File: src/rtl/instruction_fetch_unit_pkg.sv
// rtl/instruction_fetch_unit_pkg.sv - shared constants and types for the instruction fetch stage
//
// Purpose: default reset PC, the NOP encoding injected on reset/flush, the
// instruction width, the sequential PC increment and the IF/ID record type.
// Ports: none (package).
package instruction_fetch_unit_pkg;

  localparam int          INSTR_W          = 32;
  localparam logic [31:0] IFU_RESET_PC     = 32'h0000_0000;
  // sll $0,$0,0 encodes as all zeros
  localparam logic [31:0] IFU_NOP_WORD     = 32'h0000_0000;
  localparam logic [31:0] PC_INCR          = 32'd4;

  typedef struct packed {
    logic [INSTR_W-1:0] instr;
    logic [31:0]        pc_plus4;
    logic               valid;
  } if_id_t;

  // Word-align a byte address; the PC never holds a misaligned value.
  function automatic logic [31:0] word_align(input logic [31:0] addr);
    return {addr[31:2], 2'b00};
  endfunction

endpackage

File: src/rtl/instruction_fetch_unit_if_id_register.sv
// rtl/instruction_fetch_unit_if_id_register.sv - IF/ID pipeline register with stall and flush
//
// Purpose: holds the fetched instruction, its PC+4 and a valid bit between
// the fetch and decode stages. Flush beats Stall; a flush keeps PCPlus4_ID.
// Ports:
//   Clk, Reset          clock, asynchronous active-high reset
//   Stall, Flush        hold contents / squash to NOP_WORD with Valid_ID=0
//   InstrIn, PCPlus4In  values captured on a normal edge
//   Instruction_ID, PCPlus4_ID, Valid_ID  registered outputs
module if_id_register
  import instruction_fetch_unit_pkg::*;
#(
  parameter logic [31:0] NOP_WORD = IFU_NOP_WORD
) (
  input  logic               Clk,
  input  logic               Reset,
  input  logic               Stall,
  input  logic               Flush,
  input  logic [INSTR_W-1:0] InstrIn,
  input  logic [31:0]        PCPlus4In,
  output logic [INSTR_W-1:0] Instruction_ID,
  output logic [31:0]        PCPlus4_ID,
  output logic               Valid_ID
);

  logic [INSTR_W-1:0] instr_q, instr_d;
  logic [31:0]        pc_plus4_q, pc_plus4_d;
  logic               valid_q, valid_d;

  always_comb begin
    instr_d    = instr_q;
    pc_plus4_d = pc_plus4_q;
    valid_d    = valid_q;
    if (Flush) begin
      instr_d = NOP_WORD;
      valid_d = 1'b0;
    end else if (!Stall) begin
      instr_d    = InstrIn;
      pc_plus4_d = PCPlus4In;
      valid_d    = 1'b1;
    end
  end

  always_ff @(posedge Clk or posedge Reset) begin
    if (Reset) begin
      instr_q    <= NOP_WORD;
      pc_plus4_q <= 32'd0;
      valid_q    <= 1'b0;
    end else begin
      instr_q    <= instr_d;
      pc_plus4_q <= pc_plus4_d;
      valid_q    <= valid_d;
    end
  end

  assign Instruction_ID = instr_q;
  assign PCPlus4_ID     = pc_plus4_q;
  assign Valid_ID       = valid_q;

endmodule

File: src/rtl/instruction_fetch_unit.sv
// rtl/instruction_fetch_unit.sv - MIPS fetch stage: PC, next-PC select, IF/ID, fetch counter
//
// Purpose: owns the PC, presents it to the combinational instruction memory,
// captures the returned word into IF/ID and counts captured instructions.
// Ports:
//   Clk, Reset                     clock, asynchronous active-high reset
//   InstrAddress (out)             fetch byte address, registered PC only
//   InstrData (in)                 memory word for InstrAddress
//   Stall, Flush                   hazard hold / IF/ID squash
//   RedirectValid, RedirectTarget  branch/jump PC load (beats Stall)
//   PC_IF (out)                    current PC
//   Instruction_ID, PCPlus4_ID, Valid_ID (out)  IF/ID contents
//   FetchCount (out)               captures since reset, wraps
module instruction_fetch_unit
  import instruction_fetch_unit_pkg::*;
#(
  parameter logic [31:0] RESET_PC = IFU_RESET_PC,
  parameter logic [31:0] NOP_WORD = IFU_NOP_WORD
) (
  input  logic               Clk,
  input  logic               Reset,
  output logic [31:0]        InstrAddress,
  input  logic [INSTR_W-1:0] InstrData,
  input  logic               Stall,
  input  logic               Flush,
  input  logic               RedirectValid,
  input  logic [31:0]        RedirectTarget,
  output logic [31:0]        PC_IF,
  output logic [INSTR_W-1:0] Instruction_ID,
  output logic [31:0]        PCPlus4_ID,
  output logic               Valid_ID,
  output logic [31:0]        FetchCount
);

  logic [31:0] pc_q, pc_d;
  logic [31:0] fetch_count_q, fetch_count_d;
  logic [31:0] pc_plus4;
  logic        capture;

  // Wraps modulo 2^32 with no carry-out.
  assign pc_plus4 = pc_q + PC_INCR;
  assign capture  = !Flush && !Stall;

  // Redirect beats Stall so a taken branch is never lost behind a hazard hold.
  always_comb begin
    pc_d = pc_plus4;
    if (RedirectValid) begin
      pc_d = word_align(RedirectTarget);
    end else if (Stall) begin
      pc_d = pc_q;
    end
  end

  always_ff @(posedge Clk or posedge Reset) begin
    if (Reset) begin
      pc_q <= word_align(RESET_PC);
    end else begin
      pc_q <= pc_d;
    end
  end

  always_comb begin
    fetch_count_d = fetch_count_q;
    if (capture) begin
      fetch_count_d = fetch_count_q + 32'd1;
    end
  end

  always_ff @(posedge Clk or posedge Reset) begin
    if (Reset) begin
      fetch_count_q <= 32'd0;
    end else begin
      fetch_count_q <= fetch_count_d;
    end
  end

  if_id_register #(
    .NOP_WORD (NOP_WORD)
  ) u_if_id (
    .Clk            (Clk),
    .Reset          (Reset),
    .Stall          (Stall),
    .Flush          (Flush),
    .InstrIn        (InstrData),
    .PCPlus4In      (pc_plus4),
    .Instruction_ID (Instruction_ID),
    .PCPlus4_ID     (PCPlus4_ID),
    .Valid_ID       (Valid_ID)
  );

  assign InstrAddress = pc_q;
  assign PC_IF        = pc_q;
  assign FetchCount   = fetch_count_q;

endmodule
File: config.mk
export PLATFORM = sky130hd
export DESIGN_NAME = instruction_fetch_unit
export DESIGN_NICKNAME = d
export VERILOG_FILES = /design/src/rtl/instruction_fetch_unit_pkg.sv /design/src/rtl/instruction_fetch_unit_if_id_register.sv /design/src/rtl/instruction_fetch_unit.sv
export SDC_FILE = /design/constraint.sdc
export NUM_CORES = 1
export LEC_CHECK = 0
export ABC_AREA = 1
export CAP_MARGIN = 5
export CORE_MARGIN = 1
export CORE_UTILIZATION = 50
export DETAILED_ROUTE_END_ITERATION = 10
export GPL_ROUTABILITY_DRIVEN = 0
export PLACE_DENSITY = 0.9
export SLEW_MARGIN = 25
export SYNTH_ARGS = -nofsm -noshare
export SYNTH_HDL_FRONTEND = slang
export SYNTH_SLANG_ARGS = --single-unit
File: constraint.sdc
create_clock -name Clk -period 6.9 [get_ports Clk]
set_input_delay 1.725 -clock Clk [delete_from_list [all_inputs] [get_ports Clk]]
set_output_delay 1.725 -clock Clk [all_outputs]
set_load 0.02 [all_outputs]
==> metrics.log, run 1 <==
INFO  metric run_status = finished clean
INFO  metric ys_seq_area_frac = 0.4717
INFO  metric timing.max_cap.violations = 0
INFO  metric filler_cell_count = 934
INFO  metric worstMarginPinSlew = 0.8639 ns
INFO  metric timing.critical_path.arrival = 4.31 ns
INFO  metric fp.dieArea = 0.01373 mm2
INFO  metric clk_latency = 0.42 ns
INFO  metric antennaDiodeCount = 0
INFO  metric cts_num_sinks = 125
INFO  metric cts_setup_buffers = 0
INFO  metric via_count_of_the_first_global_routing_pass = 5,906
INFO  metric global_route.usage.total = 0.2781
INFO  metric setup.worst_path.start_class = input port
INFO  metric grt.overflow.total = 0
INFO  metric timing.critical_path.buf_inv = 2
INFO  metric endpoint_type_of_the_worst_setup_path = flip-flop
INFO  metric synth_xor_area_frac = 0.04491
INFO  metric critical_path_depth = 9
INFO  metric worst_r2r_startpoint = InstrAddress[2]$_DFFE_PP0N_
INFO  metric min_path_type = reg -> reg
INFO  metric cp-startpoint = Flush
INFO  metric synth_enable_flop_cells = 0
INFO  metric synth_cell_types = 31
INFO  metric cts-hold-fix-buffers = 0
INFO  metric clkSlewWorstSetupHoldPaths = 0.06 ns
INFO  metric cts.root.buffer_cell = clkbuf_16
INFO  metric asyncSetResetFlopFracSynth = 1.000
INFO  metric ys.flop_type = dfrtp_1
INFO  metric route.vias.total = 6,238
INFO  metric rows = 41
INFO  metric cts_tree = done
INFO  metric drt-total-wl = 18,430 um
INFO  metric finalSetupViolations = 0
INFO  metric r2r.worst_path.cells = 10
INFO  metric multi_input_comb_area = 0.002850 mm2
INFO  metric post_synth_main_area_contributors = dfrtp_1 (47%), nand2_1 (20%), nand3_1 (4.9%), inv_1 (4.2%), buf_4 (4.1%)
INFO  metric timing_hold_violations_final = 0
INFO  metric netlist_instances = 856
INFO  metric worstSetupEndpoint = FetchCount[18]$_DFFE_PP0P_
INFO  metric synth_area = 0.006631 mm2
INFO  metric dr.first_iter.drc_count = 480
INFO  metric portion_of_synthesized_cell_area_occupied_by_the_leading_cell_type = 0.4717
INFO  metric largest_net_degree_at_the_start_of_global_routing = 87
INFO  metric fp.coreArea = 0.01277 mm2
INFO  metric grt_pass1_wl = 29,090 um
INFO  metric final.setup.tns = 0 ns
INFO  metric worstPathCellList = clkdlybuf4s50_1 -> inv_2 -> nand2_2 -> nor2_4 -> nand2_1 -> nor2_2 -> nand2_1 -> o21ai_1 -> nand2_1
INFO  metric post_synth_fa_ha_maj_area_fraction = 0.003774
INFO  metric critical_path.slowest_cell = nand2_2
INFO  metric drive_above_1_share = 0.06805
INFO  metric drt_wl_cell = 14.98 um
INFO  metric complex_gate_fraction_of_the_synthesized_area = 0.04396
INFO  metric power.static_leakage = 4.563 nW
INFO  metric finalNetCount = 1,116
INFO  metric synthesis_stage_register_bit_count = 125
INFO  metric clock_tree.buffer_depth = 2
INFO  metric placement.io_buffers = 221
INFO  metric initial_utilization = 0.5191
INFO  metric ys.warnings.count = 0
INFO  metric critPathRequiredTime = 7.20 ns
INFO  metric fin_util = 0.7327
INFO  metric clock.fmax = 0.2497 GHz
INFO  metric period_needed = 4.005 ns
INFO  metric synth_top_family_by_area = simple AND/OR/NAND/NOR gates
INFO  metric drc = 0
INFO  metric power_density_cells = 252.1 mW/mm2
INFO  metric maximum_vdd_drop = 0.1713 mV
INFO  metric maxSlewViolCount = 0
INFO  metric critical-path-top-delay-family = simple AND/OR/NAND/NOR gates
INFO  metric hold_worst_slack = 0.4761 ns
INFO  metric die_x = 117.2 um
INFO  metric muxShareOfSynthArea = 0
INFO  metric synth_area_leader_cell = dfrtp_1
INFO  metric critical_path.reg2reg.endpoint = InstrAddress[28]$_DFFE_PP0N_
INFO  metric clock_h_tree_levels = 4
INFO  metric synth_top_cells_by_count = nand2_1 (348), dfrtp_1 (125), inv_1 (74), nand3_1 (65), nor2_1 (49)
INFO  metric postRouteAntennaNets = 0
INFO  metric ff2ff_setup_slack = 4.99 ns
INFO  metric antenna_found_initial = 0
INFO  metric final.period_utilization = 0.5805
INFO  metric cts.repair.resized = 0
INFO  metric detailed_place_hpwl = 12,850 um
INFO  metric post-layout-total-power = 2.360 mW
INFO  metric path_max_fanout = 42
INFO  metric simple_gate_share_of_the_synthesized_area = 0.3338
INFO  metric area.sequential = 0.003128 mm2
INFO  metric unrepaired_setup_endpoints_after_global_routing = no
INFO  metric category_of_the_critical_setup_timing_path = in -> reg
INFO  metric slowest_delay = 0.67 ns
INFO  metric viasPerCell = 5.072
INFO  metric die-height = 117.2 um
INFO  metric cts_buffers = 17
INFO  metric io_pins = 230
INFO  metric path_common_cell = nand2_1
INFO  metric post-synth-top-count-cell = nand2_1
INFO  metric layout-area-overhead-vs-synth = 41.13%
INFO  metric skew = 0.007040 ns
INFO  metric detailed_router_iteration_count_before_antenna_repair = 5
INFO  metric relSlewSlack = 0.4220
INFO  metric synth.avg_cell_area = 7.747 um2
through the flow:
stage / std cells / worst slack [ns] / instance area (um2)
6_report: 1230 / 2.895 / 9359
3_3_place_gp: 1198 / 2.547 / 8742
4_1_cts: 1230 / 2.891 / 9359
3_5_place_dp: 1198 / 2.470 / 8745
2_1_floorplan: 861 / 1.847 / 6650
5_1_grt: 1230 / 2.677 / 9359
metal layers:
| metal | wire (um) | global-route usage | up-vias |
|---|---|---|---|
| li1 | - | - | 2996 |
| met1 | 7705 | 0.3484 | 2916 |
| met2 | 8928 | 0.4616 | 285 |
| met3 | 1339 | 0.06900 | 41 |
| met4 | 457 | 0.1114 | 0 |
| met5 | 0 | 0 | - |
kinds of logic (layout without fill, tap and decap cells):
group                      after synthesis  in the layout
and+or+nand+nor                        508            508
buffers and inverters                  140            337
DFF                                    125            125
AOI/OAI and AO/OA                       46             46
xor gates and xnor gates                34             34
adders and majority gates                2              2
other                                    1              6
flip-flops by register name, indices dropped and copies added, names as in the netlist:
| name | count |
|---|---|
| FetchCount | 32 |
| u_if_id.Instruction_ID | 32 |
| InstrAddress | 30 |
| u_if_id.PCPlus4_ID | 30 |
| u_if_id.Valid_ID | 1 |
worst register-to-register path, delay by kind of cell (launching register included):
| family | cells | cell delay, ns |
|---|---|---|
| and+or+nand+nor | 8 | 0.93 |
| adders and majority gates | 1 | 0.24 |
| DFF | 1 | 0.48 |
| buffers and inverters | 1 | 0.15 |
worst min path at each step:
stage / endpoint / cells past startpoint / slack [ns] / from
final: u_if_id.PCPlus4_ID[29]$_DFFE_PP0P_ / 2 / 0.48 / u_if_id.PCPlus4_ID[29]$_DFFE_PP0P_
after floorplan: u_if_id.PCPlus4_ID[20]$_DFFE_PP0P_ / 2 / 0.59 / u_if_id.PCPlus4_ID[20]$_DFFE_PP0P_
after detailed placement: u_if_id.PCPlus4_ID[15]$_DFFE_PP0P_ / 2 / 0.47 / u_if_id.PCPlus4_ID[15]$_DFFE_PP0P_
after global placement: u_if_id.PCPlus4_ID[24]$_DFFE_PP0P_ / 2 / 0.46 / u_if_id.PCPlus4_ID[24]$_DFFE_PP0P_
after CTS: u_if_id.PCPlus4_ID[24]$_DFFE_PP0P_ / 2 / 0.48 / u_if_id.PCPlus4_ID[24]$_DFFE_PP0P_
after global routing: u_if_id.PCPlus4_ID[11]$_DFFE_PP0P_ / 2 / 0.52 / u_if_id.PCPlus4_ID[11]$_DFFE_PP0P_
cells in the final DEF (no fill, tap or decap), types with 2 or more instances in the layout:
cell type        synthesis  final
clkbuf_16                0     17
nor2_4                  12     12
a22o_1                  10     10
buf_4                   36      5
nand2_4                  3      3
o21bai_1                 3      3
clkdlybuf4s50_1          0    221
nor2_8                   2      2
nand2_2                  5      5
xor2_1                  24     24
o211ai_1                 5      5
o21ai_1                  3      3
nand4_1                  8      8
o21ai_0                 24     24
clkinv_2                 0      7
inv_2                    5      5
ha_1                     2      2
conb_1                   1      6
nand2_1                348    348
nand3b_1                 5      5
dfrtp_1                125    125
inv_1                   74     73
nor2_1                  49     49
xnor2_1                 10     10
nand3_1                 65     65
bufinv_16                0      4
nor3_1                   2      2
nor2_2                   7      7
final cells by class:
cell class,count,area share
timing repair buffer,226,0.2404
clock buffer,19,0.04733
tap,172,0.02299
clock inverter,13,0.01832
inverter,79,0.03222
multi-input combinational,596,0.3045
sequential,125,0.3342
power breakdown:
group	total, mW	internal [mW]	switching (mW)
Combinational	0.533	0.246	0.287
Sequential	0.888	0.808	0.0807
Clock	0.938	0.609	0.330
Total	2.36	1.66	0.697
Power figures use the tool's default switching activity.
==> run 2, diff against run 1 <==
--- a/config.mk
+++ b/config.mk
@@ -8,10 +8,10 @@
 export ABC_AREA = 1
 export CAP_MARGIN = 5
 export CORE_MARGIN = 1
-export CORE_UTILIZATION = 50
+export CORE_UTILIZATION = 42
 export DETAILED_ROUTE_END_ITERATION = 10
 export GPL_ROUTABILITY_DRIVEN = 0
-export PLACE_DENSITY = 0.9
+export PLACE_DENSITY = 0.81
 export SLEW_MARGIN = 25
 export SYNTH_ARGS = -nofsm -noshare
 export SYNTH_HDL_FRONTEND = slang
==> constraint.sdc (replaced) <==
create_clock -name Clk -period 3.3 [get_ports Clk]
set_input_delay 0.825 -clock Clk [delete_from_list [all_inputs] [get_ports Clk]]
set_output_delay 0.825 -clock Clk [all_outputs]
set_load 0.02 [all_outputs]
==> run 2 against run 1 <==
Net effect:
- sequential share of layout area fell by 0.29 points
- critical path depth fell by 8
- largest power group unchanged
- critical path type is now reg -> out
- critical endpoint is now PC_IF[18]
- combinational power increased by 110%
- power increased by 110%
- clock power is 100% higher
==> metrics.log, run 2 (synthesis gave the netlist of run 1 again) <==
INFO  metric maximum_vdd_drop = 0.3739 mV
INFO  metric drt-total-wl = 18,720 um
INFO  metric met3WireLength = 1427 um
INFO  metric cts_num_sinks = 125
INFO  metric final.setup.tns = 0 ns
INFO  metric maxSlewViolCount = 0
INFO  metric path_max_fanout = 6
INFO  metric endpoint_type_of_the_worst_setup_path = output pin
INFO  metric filler_cell_count = 1,317
INFO  metric detailroute.wirelength.met2 = 8895 um
INFO  metric timing_hold_violations_final = 0
INFO  metric clkSlewWorstSetupHoldPaths = 0.05 ns
INFO  metric power_density_cells = 517.7 mW/mm2
INFO  metric via_count_of_the_first_global_routing_pass = 5,941
INFO  metric cp-startpoint = InstrAddress[18]$_DFFE_PP0N_
INFO  metric grt.overflow.total = 0
INFO  metric dpl.cell_count = 1,240
INFO  metric postRouteAntennaNets = 0
INFO  metric category_of_the_critical_setup_timing_path = reg -> out
INFO  metric timing.max_cap.violations = 0
INFO  metric ff2ff_setup_slack = 1.41 ns
INFO  metric global_route.usage.total = 0.2395
INFO  metric worstPathCellList = clkdlybuf4s50_1
INFO  metric routed.top_layer = met5
INFO  metric cts.repair.resized = 0
INFO  metric finalNetCount = 1,119
INFO  metric critPathRequiredTime = 2.47 ns
INFO  metric layout_commonest_cell = nand2_1
INFO  metric timing.critical_path.arrival = 1.62 ns
INFO  metric layout-area-overhead-vs-synth = 42.36%
INFO  metric die_x = 127.7 um
INFO  metric mostFrequentLayoutCells = nand2_1 (348), clkdlybuf4s50_1 (221), dfrtp_1 (125)
INFO  metric r2r.worst_path.cells = 10
INFO  metric critical_path.slowest_cell = clkdlybuf4s50_1
INFO  metric worst_r2r_startpoint = InstrAddress[2]$_DFFE_PP0N_
INFO  metric skew = 0.007061 ns
INFO  metric relSlewSlack = 0.5471
INFO  metric timing.critical_path.buf_inv = 1
INFO  metric drive_above_1_share = 0.07069
INFO  metric worstSetupEndpoint = PC_IF[18]
INFO  metric rows = 45
INFO  metric fp.coreArea = 0.01531 mm2
INFO  metric run_status = finished clean
INFO  metric power.static_leakage = 4.570 nW
INFO  metric grt_pass1_wl = 30,150 um
INFO  metric slowest_delay = 0.68 ns
INFO  metric cts-hold-fix-buffers = 0
INFO  metric cts_setup_buffers = 0
INFO  metric cts.root.buffer_cell = clkbuf_16
INFO  metric final.period_utilization = 0.7403
INFO  metric viasPerCell = 4.832
INFO  metric placement.io_buffers = 221
INFO  metric antenna_found_initial = 1
INFO  metric finalSetupViolations = 0
INFO  metric clock.fmax = 0.4093 GHz
INFO  metric drt-met1-wl = 8010 um
INFO  metric critical_path_depth = 1
INFO  metric cts_buffers = 17
INFO  metric min_path_type = reg -> reg
INFO  metric critical-path-top-delay-family = buffers and inverters
INFO  metric drc = 0
INFO  metric clock_h_tree_levels = 4
INFO  metric largest_net_degree_at_the_start_of_global_routing = 126
INFO  metric io_pins = 230
INFO  metric detailed_place_hpwl = 13,180 um
INFO  metric critical_path.reg2reg.endpoint = InstrAddress[28]$_DFFE_PP0N_
INFO  metric unrepaired_setup_endpoints_after_global_routing = no
INFO  metric worstMarginPinSlew = 0.6793 ns
INFO  metric initial_utilization = 0.4330
INFO  metric period_needed = 2.443 ns
INFO  metric route.vias.total = 6,146
INFO  metric fp.dieArea = 0.01630 mm2
INFO  metric setup.worst_path.start_class = flip-flop
INFO  metric die-height = 127.7 um
INFO  metric finalNonFillerCells = 1,272
INFO  metric clk_latency = 0.42 ns
INFO  metric dr.first_iter.drc_count = 501
INFO  metric clock_tree.buffer_depth = 2
INFO  metric cts_tree = done
INFO  metric antennaDiodeCount = 0
INFO  metric drt_wl_cell = 14.71 um
INFO  metric detailed_router_iteration_count_before_antenna_repair = 5
[run 2: routing by layer]
metal / vias up / GRT usage
met4: 2 / 0.08997
met5: - / 0
met1: 2860 / 0.3017
met2: 239 / 0.3899
li1: 3011 / -
met3: 34 / 0.07012
[run 2: metrics by stage]
stage / total power, mW / hold WS (ns) / util / setup WS (ns) / cell area, um2
5_1_grt: 5.111 / 0.4994 / 0.6164 / 0.8119 / 9440
3_5_place_dp: 3.008 / 0.4650 / 0.5772 / 0.5962 / 8840
2_1_floorplan: 2.466 / 0.5912 / - / 0.9357 / 6654
3_3_place_gp: 2.987 / 0.4628 / 0.5772 / 0.6254 / 8840
6_report: 4.887 / 0.4787 / 0.6164 / 0.8570 / 9440
4_1_cts: 4.935 / 0.4801 / 0.6164 / 0.8543 / 9440
[run 2: power breakdown]
group	total (mW)	switching, mW	internal (mW)
Clock	1.90	0.686	1.22
Sequential	1.86	0.171	1.69
Combinational	1.12	0.603	0.520
[run 2: worst min path at each step]
stage,from,to,slack (ns),cells past startpoint
floorplan,u_if_id.PCPlus4_ID[20]$_DFFE_PP0P_,u_if_id.PCPlus4_ID[20]$_DFFE_PP0P_,0.59,2
global placement,u_if_id.PCPlus4_ID[25]$_DFFE_PP0P_,u_if_id.PCPlus4_ID[25]$_DFFE_PP0P_,0.46,2
detailed placement,u_if_id.PCPlus4_ID[16]$_DFFE_PP0P_,u_if_id.PCPlus4_ID[16]$_DFFE_PP0P_,0.46,2
CTS,u_if_id.PCPlus4_ID[21]$_DFFE_PP0P_,u_if_id.PCPlus4_ID[21]$_DFFE_PP0P_,0.48,2
global route,u_if_id.PCPlus4_ID[17]$_DFFE_PP0P_,u_if_id.PCPlus4_ID[17]$_DFFE_PP0P_,0.50,2
finish,u_if_id.PCPlus4_ID[17]$_DFFE_PP0P_,u_if_id.PCPlus4_ID[17]$_DFFE_PP0P_,0.48,2
[run 2: worst min-delay path: stages (launching register included)]
cell and delay [ns]:
dfrtp_1 0.34, nand2_1 0.05, nand2_1 0.05
[run 2: final cells by class]
cell class | instances | area (um2) | area share
flip-flops and latches | 125 | 3128 | 0.3313
well taps | 211 | 264.0 | 0.02797
inverters | 79 | 300.3 | 0.03181
clock inverters | 12 | 143.9 | 0.01524
multi-input cells | 596 | 2850 | 0.3019
repair buffers | 229 | 2297 | 0.2433
clock buffers | 20 | 456.7 | 0.04838
